===== config.mk =====
export PLATFORM = sky130hd
export DESIGN_NAME = fetch_queue_flat
export DESIGN_NICKNAME = d
export VERILOG_FILES = /design/src/rtl/fetch_queue_if.sv /design/src/rtl/fetch_queue.sv /design/src/flat_wrapper.sv
export SDC_FILE = /design/constraint.sdc
export NUM_CORES = 1
export LEC_CHECK = 0
export ABC_AREA = 1
export ABC_CLOCK_PERIOD_IN_PS = 4000
export CAP_MARGIN = 20
export CORE_ASPECT_RATIO = 1.75
export CORE_MARGIN = 1.5
export CORE_UTILIZATION = 38
export CTS_BUF_LIST = sky130_fd_sc_hd__clkbuf_8
export CTS_CLUSTER_SIZE = 40
export DETAILED_ROUTE_END_ITERATION = 8
export SLEW_MARGIN = 20
export SYNTH_ARGS = -nofsm -noshare
export SYNTH_HDL_FRONTEND = slang
export SYNTH_SLANG_ARGS = --single-unit
export TNS_END_PERCENT = 20

===== constraint.sdc =====
create_clock -name clk -period 4 [get_ports clk]
set_input_delay 0.6 -clock clk [delete_from_list [all_inputs] [get_ports clk]]
set_output_delay 0.6 -clock clk [all_outputs]
set_load 0.05 [all_outputs]

===== src/rtl/fetch_queue_if.sv =====
// Fetch-side handshake bundle: instruction-memory request/response, redirect and decode hand-off.
// The master modport is the fetch queue; the slave modport is the memory/pipeline environment.
interface fetch_queue_if #(
  parameter int XLEN  = 32,
  parameter int DEPTH = 4
);
  localparam int CW = $clog2(DEPTH) + 1;

  logic            ImemReqF;
  logic [XLEN-1:0] ImemAddrF;
  logic            ImemReadyF;
  logic            ImemValidF;
  logic [31:0]     ImemDataF;
  logic            RedirectE;
  logic [XLEN-1:0] RedirectPCE;
  logic            StallD;
  logic            ValidD;
  logic [31:0]     InstrD;
  logic [XLEN-1:0] PCD;
  logic [XLEN-1:0] PCPlus4D;
  logic [CW-1:0]   CountF;

  modport master (
    output ImemReqF, ImemAddrF, ValidD, InstrD, PCD, PCPlus4D, CountF,
    input  ImemReadyF, ImemValidF, ImemDataF, RedirectE, RedirectPCE, StallD
  );

  modport slave (
    input  ImemReqF, ImemAddrF, ValidD, InstrD, PCD, PCPlus4D, CountF,
    output ImemReadyF, ImemValidF, ImemDataF, RedirectE, RedirectPCE, StallD
  );
endinterface


===== src/rtl/fetch_queue.sv =====
// In-order instruction fetch queue: reserves an entry per accepted request, fills on response,
// drains to decode, and discards in-flight responses after a redirect. Optional macro:
// FETCH_QUEUE_BYPASS_EN lets a response filling an empty head reach decode in the same cycle.
module fetch_queue #(
  parameter int              XLEN     = 32,
  parameter int              DEPTH    = 4,
  parameter logic [XLEN-1:0] RESET_PC = '0
) (
  input  logic          clk,
  input  logic          reset,
  fetch_queue_if.master fq
);

  localparam int PW = $clog2(DEPTH);
  localparam int CW = PW + 1;
  localparam int DW = PW + 4;

  logic [XLEN-1:0] pc;
  logic [PW-1:0]   head;
  logic [CW-1:0]   count;
  logic [CW-1:0]   nfill;
  logic [DW-1:0]   drop;

  logic [XLEN-1:0] ent_pc    [DEPTH];
  logic [31:0]     ent_instr [DEPTH];

  logic            full;
  logic            accept;
  logic            resp_drop;
  logic            resp_fill;
  logic            head_filled;
  logic            valid_d;
  logic            pop;
  logic [CW-1:0]   unfilled;
  logic [PW-1:0]   tail_idx;
  logic [PW-1:0]   fill_idx;
  logic [DW-1:0]   drop_redirect;
  logic [31:0]     instr_head;

  assign full         = (count == CW'(DEPTH));
  assign fq.ImemReqF  = ~reset & ~full;
  assign fq.ImemAddrF = pc;
  assign accept       = fq.ImemReqF & fq.ImemReadyF;

  // Entries are ordered head..head+nfill-1 (filled) then up to head+count-1 (awaiting data).
  assign unfilled    = count - nfill;
  assign tail_idx    = head + count[PW-1:0];
  assign fill_idx    = head + nfill[PW-1:0];
  assign head_filled = (nfill != '0);

  assign resp_drop = fq.ImemValidF & (drop != '0);
  assign resp_fill = fq.ImemValidF & ~reset & ~fq.RedirectE & (drop == '0) & (unfilled != '0);

  // Every response still owed by memory is stale once we redirect; a response arriving now pays one off.
  assign drop_redirect = drop + DW'(unfilled) + DW'(accept) - DW'(fq.ImemValidF);

`ifdef FETCH_QUEUE_BYPASS_EN
  logic bypass;
  assign bypass     = resp_fill & ~head_filled;
  assign valid_d    = head_filled | bypass;
  assign instr_head = bypass ? fq.ImemDataF : ent_instr[head];
`else
  assign valid_d    = head_filled;
  assign instr_head = ent_instr[head];
`endif

  assign pop = valid_d & ~fq.StallD & ~fq.RedirectE;

  // Outputs read zero whenever no valid instruction is presented, so nothing stale leaks to decode.
  assign fq.ValidD   = valid_d;
  assign fq.InstrD   = valid_d ? instr_head : '0;
  assign fq.PCD      = valid_d ? ent_pc[head] : '0;
  assign fq.PCPlus4D = valid_d ? ent_pc[head] + XLEN'(4) : '0;
  assign fq.CountF   = count;

  // NOTE: state registers use non-blocking assignments so every update sees pre-edge values.
  always_ff @(posedge clk) begin
    if (reset) begin
      pc    <= RESET_PC;
      head  <= '0;
      count <= '0;
      nfill <= '0;
      drop  <= '0;
    end else if (fq.RedirectE) begin
      pc    <= fq.RedirectPCE & ~XLEN'(3);
      head  <= '0;
      count <= '0;
      nfill <= '0;
      drop  <= drop_redirect;
    end else begin
      if (accept) pc <= pc + XLEN'(4);
      if (pop) head <= head + PW'(1);
      count <= count + CW'(accept) - CW'(pop);
      nfill <= nfill + CW'(resp_fill) - CW'(pop);
      if (resp_drop) drop <= drop - DW'(1);
    end
  end

  // NOTE: entry storage is not reset; occupancy is tracked by count/nfill alone.
  always_ff @(posedge clk) begin
    if (accept) ent_pc[tail_idx] <= pc;
    if (resp_fill) ent_instr[fill_idx] <= fq.ImemDataF;
  end

endmodule


===== src/flat_wrapper.sv =====
// flat-port wrapper written by rule: the top's interface ports become plain ports
module fetch_queue_flat 
#(
  parameter int              XLEN     = 32,
  parameter int              DEPTH    = 4,
  parameter logic [XLEN-1:0] RESET_PC = '0
)
  (clk, reset, fq_ImemReqF, fq_ImemAddrF, fq_ValidD, fq_InstrD, fq_PCD, fq_PCPlus4D, fq_CountF, fq_ImemReadyF, fq_ImemValidF, fq_ImemDataF, fq_RedirectE, fq_RedirectPCE, fq_StallD);
  fetch_queue_if #(.XLEN(XLEN), .DEPTH(DEPTH)) fq_i ();
  input  logic clk;
  input  logic reset;
  output wire logic [$bits(fq_i.ImemReqF)-1:0] fq_ImemReqF;
  output wire logic [$bits(fq_i.ImemAddrF)-1:0] fq_ImemAddrF;
  output wire logic [$bits(fq_i.ValidD)-1:0] fq_ValidD;
  output wire logic [$bits(fq_i.InstrD)-1:0] fq_InstrD;
  output wire logic [$bits(fq_i.PCD)-1:0] fq_PCD;
  output wire logic [$bits(fq_i.PCPlus4D)-1:0] fq_PCPlus4D;
  output wire logic [$bits(fq_i.CountF)-1:0] fq_CountF;
  input wire logic [$bits(fq_i.ImemReadyF)-1:0] fq_ImemReadyF;
  input wire logic [$bits(fq_i.ImemValidF)-1:0] fq_ImemValidF;
  input wire logic [$bits(fq_i.ImemDataF)-1:0] fq_ImemDataF;
  input wire logic [$bits(fq_i.RedirectE)-1:0] fq_RedirectE;
  input wire logic [$bits(fq_i.RedirectPCE)-1:0] fq_RedirectPCE;
  input wire logic [$bits(fq_i.StallD)-1:0] fq_StallD;
  assign fq_ImemReqF = fq_i.ImemReqF;
  assign fq_ImemAddrF = fq_i.ImemAddrF;
  assign fq_ValidD = fq_i.ValidD;
  assign fq_InstrD = fq_i.InstrD;
  assign fq_PCD = fq_i.PCD;
  assign fq_PCPlus4D = fq_i.PCPlus4D;
  assign fq_CountF = fq_i.CountF;
  assign fq_i.ImemReadyF = fq_ImemReadyF;
  assign fq_i.ImemValidF = fq_ImemValidF;
  assign fq_i.ImemDataF = fq_ImemDataF;
  assign fq_i.RedirectE = fq_RedirectE;
  assign fq_i.RedirectPCE = fq_RedirectPCE;
  assign fq_i.StallD = fq_StallD;
  fetch_queue #(.XLEN(XLEN), .DEPTH(DEPTH), .RESET_PC(RESET_PC)) u_core (.clk(clk), .reset(reset), .fq(fq_i));
endmodule

Word-level counts from Yosys, hierarchy flattened
Memory sizes are Yosys's and may differ from the RTL's. A register that Yosys moved wholly into a read port is not among the register bits.
Cells that the tools add are included.
{"block": "word_totals", "in_bits": 70, "output_inout_bits": 133, "register_bits": 46, "mem_count": 2, "mem_bits_rw": 256}
{"block": "op_classes", "reduce_logical": 7, "addsub": 14, "n_eq_ne": 1, "bitwise": 13, "mux": 15}
{"name": "u_core.ent_instr", "words": 4, "width": 32, "rd": 1, "rd_clocked_by_memory_dff": 1, "wr": 1, "line": "fetch_queue.sv:25", "source": "logic [31:0] ent_instr [DEPTH];"}
{"name": "u_core.ent_pc", "words": 4, "width": 32, "rd": 1, "rd_clocked_by_memory_dff": 1, "wr": 1, "line": "fetch_queue.sv:24", "source": "logic [XLEN-1:0] ent_pc [DEPTH];"}
{"op": "2-to-1 mux 32 bit", "n": 5}
{"op": "adder 32 x 3 -> 32 bit (second input constant)", "n": 2}
{"op": "2-to-1 mux 6 bit", "n": 2}
{"op": "AND 1 bit", "n": 9}
{"op": "2-to-1 mux 2 bit", "n": 4}
{"op": "adder 3 x 1 -> 3 bit", "n": 2}
{"op": "adder 6 x 1 -> 6 bit", "n": 1}
{"op": "adder 6 x 3 -> 6 bit", "n": 1}
{"op": "logical NOT 6 bit", "n": 1}
{"op": "nonzero test 3 bit", "n": 2}
{"op": "nonzero test 6 bit", "n": 1}
{"op": "subtractor 3 x 1 -> 3 bit", "n": 2}
{"op": "subtractor 6 x 1 -> 6 bit", "n": 1}
{"op": "subtractor 6 x 1 -> 6 bit (second input constant)", "n": 1}
{"op": "adder 2 bit", "n": 2}
{"op": "2-to-1 mux 1 bit", "n": 4}
{"op": "inverter 1 bit", "n": 4}
{"op": "nonzero test 2 bit", "n": 2}
{"op": "== test 3 bit (second input constant)", "n": 1}
{"op": "subtractor 3 bit", "n": 1}
{"op": "adder 2 x 1 -> 2 bit (second input constant)", "n": 1}
{"op": "OR reduction 2 bit", "n": 1}

Depth between registers and ports, before layout
Gate-level depths: netlist of the first run.
{"block": "logic_depth", "ltp_word": 7, "mapped_depth": 16, "mapped_depth_nobuf": 15}

Worst setup path before layout of the first run
No wires, ideal clock.
{"block": "synth_path", "path_kind": "reg2reg", "start": "register u_core.count[0], in the netlist u_core.fq.CountF[0]", "end": "memory u_core.ent_pc[0][10], enable pin", "arrival_ns": 3.413, "path_slack_ns": 0.132, "period_less_slack_ns": 3.868, "n_path_buf": 0, "setup_time_ns": 0.455, "path_stages_with_launch": 6, "cell_sequence": "dfxtp_1 -> ha_1 -> xor2_1 -> xor2_1 -> inv_1 -> nor3_1"}
{"block": "synth_via", "elab_chain_len": 6, "word_cells_on_any_way": 7}
{"item": "from (decl)", "line": "fetch_queue.sv:20", "source": "logic [CW-1:0] count;"}
{"item": "from (signal assigned)", "line": "fetch_queue.sv:93", "source": "count <= count + CW'(accept) - CW'(pop);"}
{"item": "== test 3 bit", "line": "fetch_queue.sv:40", "source": "assign full = (count == CW'(DEPTH));"}
{"item": "inverter 1 bit", "line": "fetch_queue.sv:41", "source": "assign fq.ImemReqF = ~reset & ~full;"}
{"item": "AND 1 bit", "line": "fetch_queue.sv:41"}
{"item": "AND 1 bit", "line": "fetch_queue.sv:43", "source": "assign accept = fq.ImemReqF & fq.ImemReadyF;"}
{"item": "2-to-1 mux 1 bit", "line": "fetch_queue.sv:101", "source": "if (accept) ent_pc[tail_idx] <= pc;"}
{"item": "2-to-1 mux 1 bit (not written as such)", "line": "fetch_queue.sv:101"}
{"item": "to (decl)", "line": "fetch_queue.sv:24"}
Several ways; a longest one is shown, not always the timed one.

==> metrics.md, run 1 <==
| Metric | Value |
|---|---|
| Library cells used by synthesis | `39` |
| Final setup fails | `0` |
| Setup_tns | `0 ps` |
| Min Hold Slack | `roughly 550 ps` |
| Ports | `203` |
| Die footprint | `39500 µm²` |
| Hold Path Origin | `u_core.drop[5]` |
| CP max FO | `47` |
| WL final | `slightly above 40 mm` |
| Nets | `approximately 1900` |
| Worst Path Required | `3400 ps` |
| Crit. End Element | `output pin` |
| Worst clock skew | `about 14 ps` |
| Tcrit/Tclk final | `93.5%` |
| Crit path DAT | `between 3000 and 4000 ps` |
| ANT nets after route | `0` |
| Worst r2r dst | `u_core.drop[4]` |
| CP startpoint kind | `flip-flop` |
| P&R area growth vs syn | `23.9%` |
| CORE AREA | `~38000 µm²` |
| Die Ht | `roughly 260 µm` |
| Fill cell count | `3568` |
| Worst setup margin | `approximately 260 ps` |
| Via count | `approximately 12000` |
| Share of layout cells above drive strength 1 | `under 10%` |
| Most frequent cells in the layout | `nand2_1 (458), nor2_1 (272), edfxtp_1 (248)` |
| Largest net degree at the start of global routing | `69` |
| Routed len/inst | `roughly 17 µm` |
| Hold Path Class | `flip-flop to flip-flop` |
| Synth Cell Area | `roughly 15000 µm²` |
| FMAX | `approximately 0.27 GHz` |
| Drc violations | `0` |
| RSZ-0062 raised after global routing | `no` |
| Pins Over Slew Limit | `0` |
| R2R Setup Slk | `around 1200 ps` |
| H-tree levels | `2` |
| Syn Inst Count | `1632` |
| Fin crit period | `between 3000 and 4000 ps` |
| Yosys warnings | `0` |
| Place WS | `619 ps` |
| I/O Buffers | `around 190` |
| Max-slew headroom | `between 60% and 70%` |
| Static Leak | `a little under 7 nW` |
| Hold Fails Final Rpt | `0` |
| Asr flop ratio synth | `0%` |
| Initial antenna violation count | `1` |
| R2R depth | `14` |
| WHS Path Cells | `2` |
| Post-synthesis sequential area ratio | `a little under three fifths` |
| Hold EP | `u_core.drop[5]` |
| Setup CP Type | `flip-flop to output pin` |
| Initial DRC count | `about 590` |
| Clock transition at the registers of the reported paths | `70 ps` |
| Total power | `about 6.3 mW` |
| Num rows | `94` |
| Die W | `151 µm` |
| Number of synthesized flops with an enable pin | `around 250` |
| Synth Flop Type | `edfxtp_1` |
| Vias per cell | `approximately 5.0` |
| Final Util | `a little under half` |
| Outcome | `complete, no violations` |
| MaxCap Viol Count | `0` |
| CTS tree | `built` |
| Commonest non-fill, non-tap cell in the layout | `nand2_1` |
| TritonCTS buffer count | `43` |
| Gr usage total | `between 20% and 30%` |
| Clk Latency, worst-skew pair | `560 ps` |
| Yosys reg bits | `about 290` |
| Worst Tran Pin Value | `between 500 and 600 ps` |
| Vias in the first global route | `about 11000` |
| CTS Root Buffer Type | `clkbuf_8` |
| Syn avg cell area | `roughly 8.9 µm²` |
| PwrDens | `about 350 nW/µm²` |
| Detailed Routing Iterations Pass 1 | `6` |
| Clock buffer depth | `3` |
| CTS sink cnt | `around 300` |
| Gp weighted congestion | `approximately 0.91` |
| Grt total ovfl | `0` |
| Worst vdd ir | `roughly 0.28 mV` |
| Worst R2R Start | `u_core.fq.CountF[0]` |
| First-pass GRT wire length | `~62 mm` |
| Initial core utilization | `between 30% and 40%` |
| DP HPWL | `~28 mm` |
-- metal layers --
layer  global-route usage [%]  part of all wire, %  vias to the layer above
li1                         -                    -                     5781
met1                     21.5                   37                     5569
met2                     39.3                   54                      332
met3                     3.04                  5.5                       94
met4                     9.76                  4.3                        0
met5                        0                    0                        -
-- metrics by stage --
step / area [µm²] / instances
after floorplan: 14600 / 1637
after global placement: 17300 / 2263
after detailed placement: 17300 / 2263
after CTS: 18000 / 2337
after global routing: 18000 / 2338
final: 18000 / 2338
-- registers in the layout (all words and copies together), names as in the netlist, named ones only --
name / count
u_core.ent_instr: 128
u_core.ent_pc: 120
u_core.fq.ImemAddrF: 30
u_core.drop: 6
u_core.fq.CountF: 3
u_core.nfill: 3
u_core.head: 2
-- report_power, final --
part           internal, mW  switching, mW  leakage (nW)  total [mW]
combinational         0.248          0.407          3.85       0.655
clock                  1.10           1.11         0.429        2.21
sequential             3.38         0.0679          2.64        3.45
-- repair_timing --
item,CTS,global route
endpoints found under the setup margin,0,10
hold buffers,0,0
gates resized for setup,0,3
setup buffers,0,0
-- cell usage after synthesis, types with 3 or more instances --
master	n	area share (%)
nand2_1	458	12
nor2_1	277	7.1
edfxtp_1	248	51
inv_1	116	3.0
o21ai_0	100	3.4
nand3_1	93	3.2
a21oi_1	72	2.5
dfxtp_1	46	6.3
xor2_1	27	1.6
clkbuf_1	25	0.64
buf_2	24	0.82
ha_1	19	1.6
a31oi_1	16	0.69
nor3_1	14	0.48
nand2_2	11	0.47
buf_4	10	0.52
buf_6	10	0.77
nand4_1	8	0.34
xnor2_1	8	0.48
nor2_2	7	0.30
buf_1	6	0.15
nor2_4	6	0.46
fa_1	5	0.69
o211ai_1	4	0.21
or2_2	3	0.13
-- logic make-up (layout without fill, tap and decap cells) --
logic type / count (synthesis) / after routing / synth area share [%]
adders and majority gates: 24 / 24 / 2.32
AOI/OAI and AO/OA: 201 / 201 / 7.31
buffers and inverters: 195 / 415 / 6.14
other: 1 / 7 / 0.0258
and+or+nand+nor: 882 / 882 / 24.6
xor gates and xnor gates: 35 / 35 / 2.11
DFF: 294 / 294 / 57.5
-- worst max path at each step --
stage	to	cells past startpoint	slack, ps
floorplan	u_core.ent_pc[0][10]	5	130
global placement	u_core.drop[4]	12	680
detailed placement	u_core.drop[4]	12	620
CTS	fq_PCPlus4D[28]	12	60
global route	fq_PCPlus4D[27]	12	50
finish	fq_PCPlus4D[27]	12	260
-- layout make-up --
type                            count  area, µm²  share of cell area (%)
Tap cell                          480        601                    3.33
Clock buffer                       48        661                    3.66
Timing Repair Buffer              222       2460                    13.6
Multi-Input combinational cell   1148       5380                    29.8
Antenna cell                        1       2.50                  0.0139
Sequential cell                   294       8370                    46.4
Clock inverter                     26        116                   0.645
Inverter                          119        454                    2.52
-- worst max-delay path, stage by stage (launching register included) --
cell	delay, ps
dfxtp_4	530
buf_6	370
nand2_1	100
nand3_1	100
nand2_1	230
nor2_1	210
nand2_1	70
nor2_1	320
nand2_1	90
nor2_1	100
nor2_1	50
nor2_1	200
buf_12	170
(Power assumes the default switching activity.)
==> run 2: changes to the inputs <==
--- a/config.mk
+++ b/config.mk
@@ -12,7 +12,7 @@
 export CORE_MARGIN = 1.5
 export CORE_UTILIZATION = 38
 export CTS_BUF_LIST = sky130_fd_sc_hd__clkbuf_8
-export CTS_CLUSTER_SIZE = 40
+export CTS_CLUSTER_SIZE = 20
 export DETAILED_ROUTE_END_ITERATION = 8
 export SLEW_MARGIN = 20
 export SYNTH_ARGS = -nofsm -noshare
==> results of run 2 <==
Final layout, timing and power as in run 1 (identical DEF).
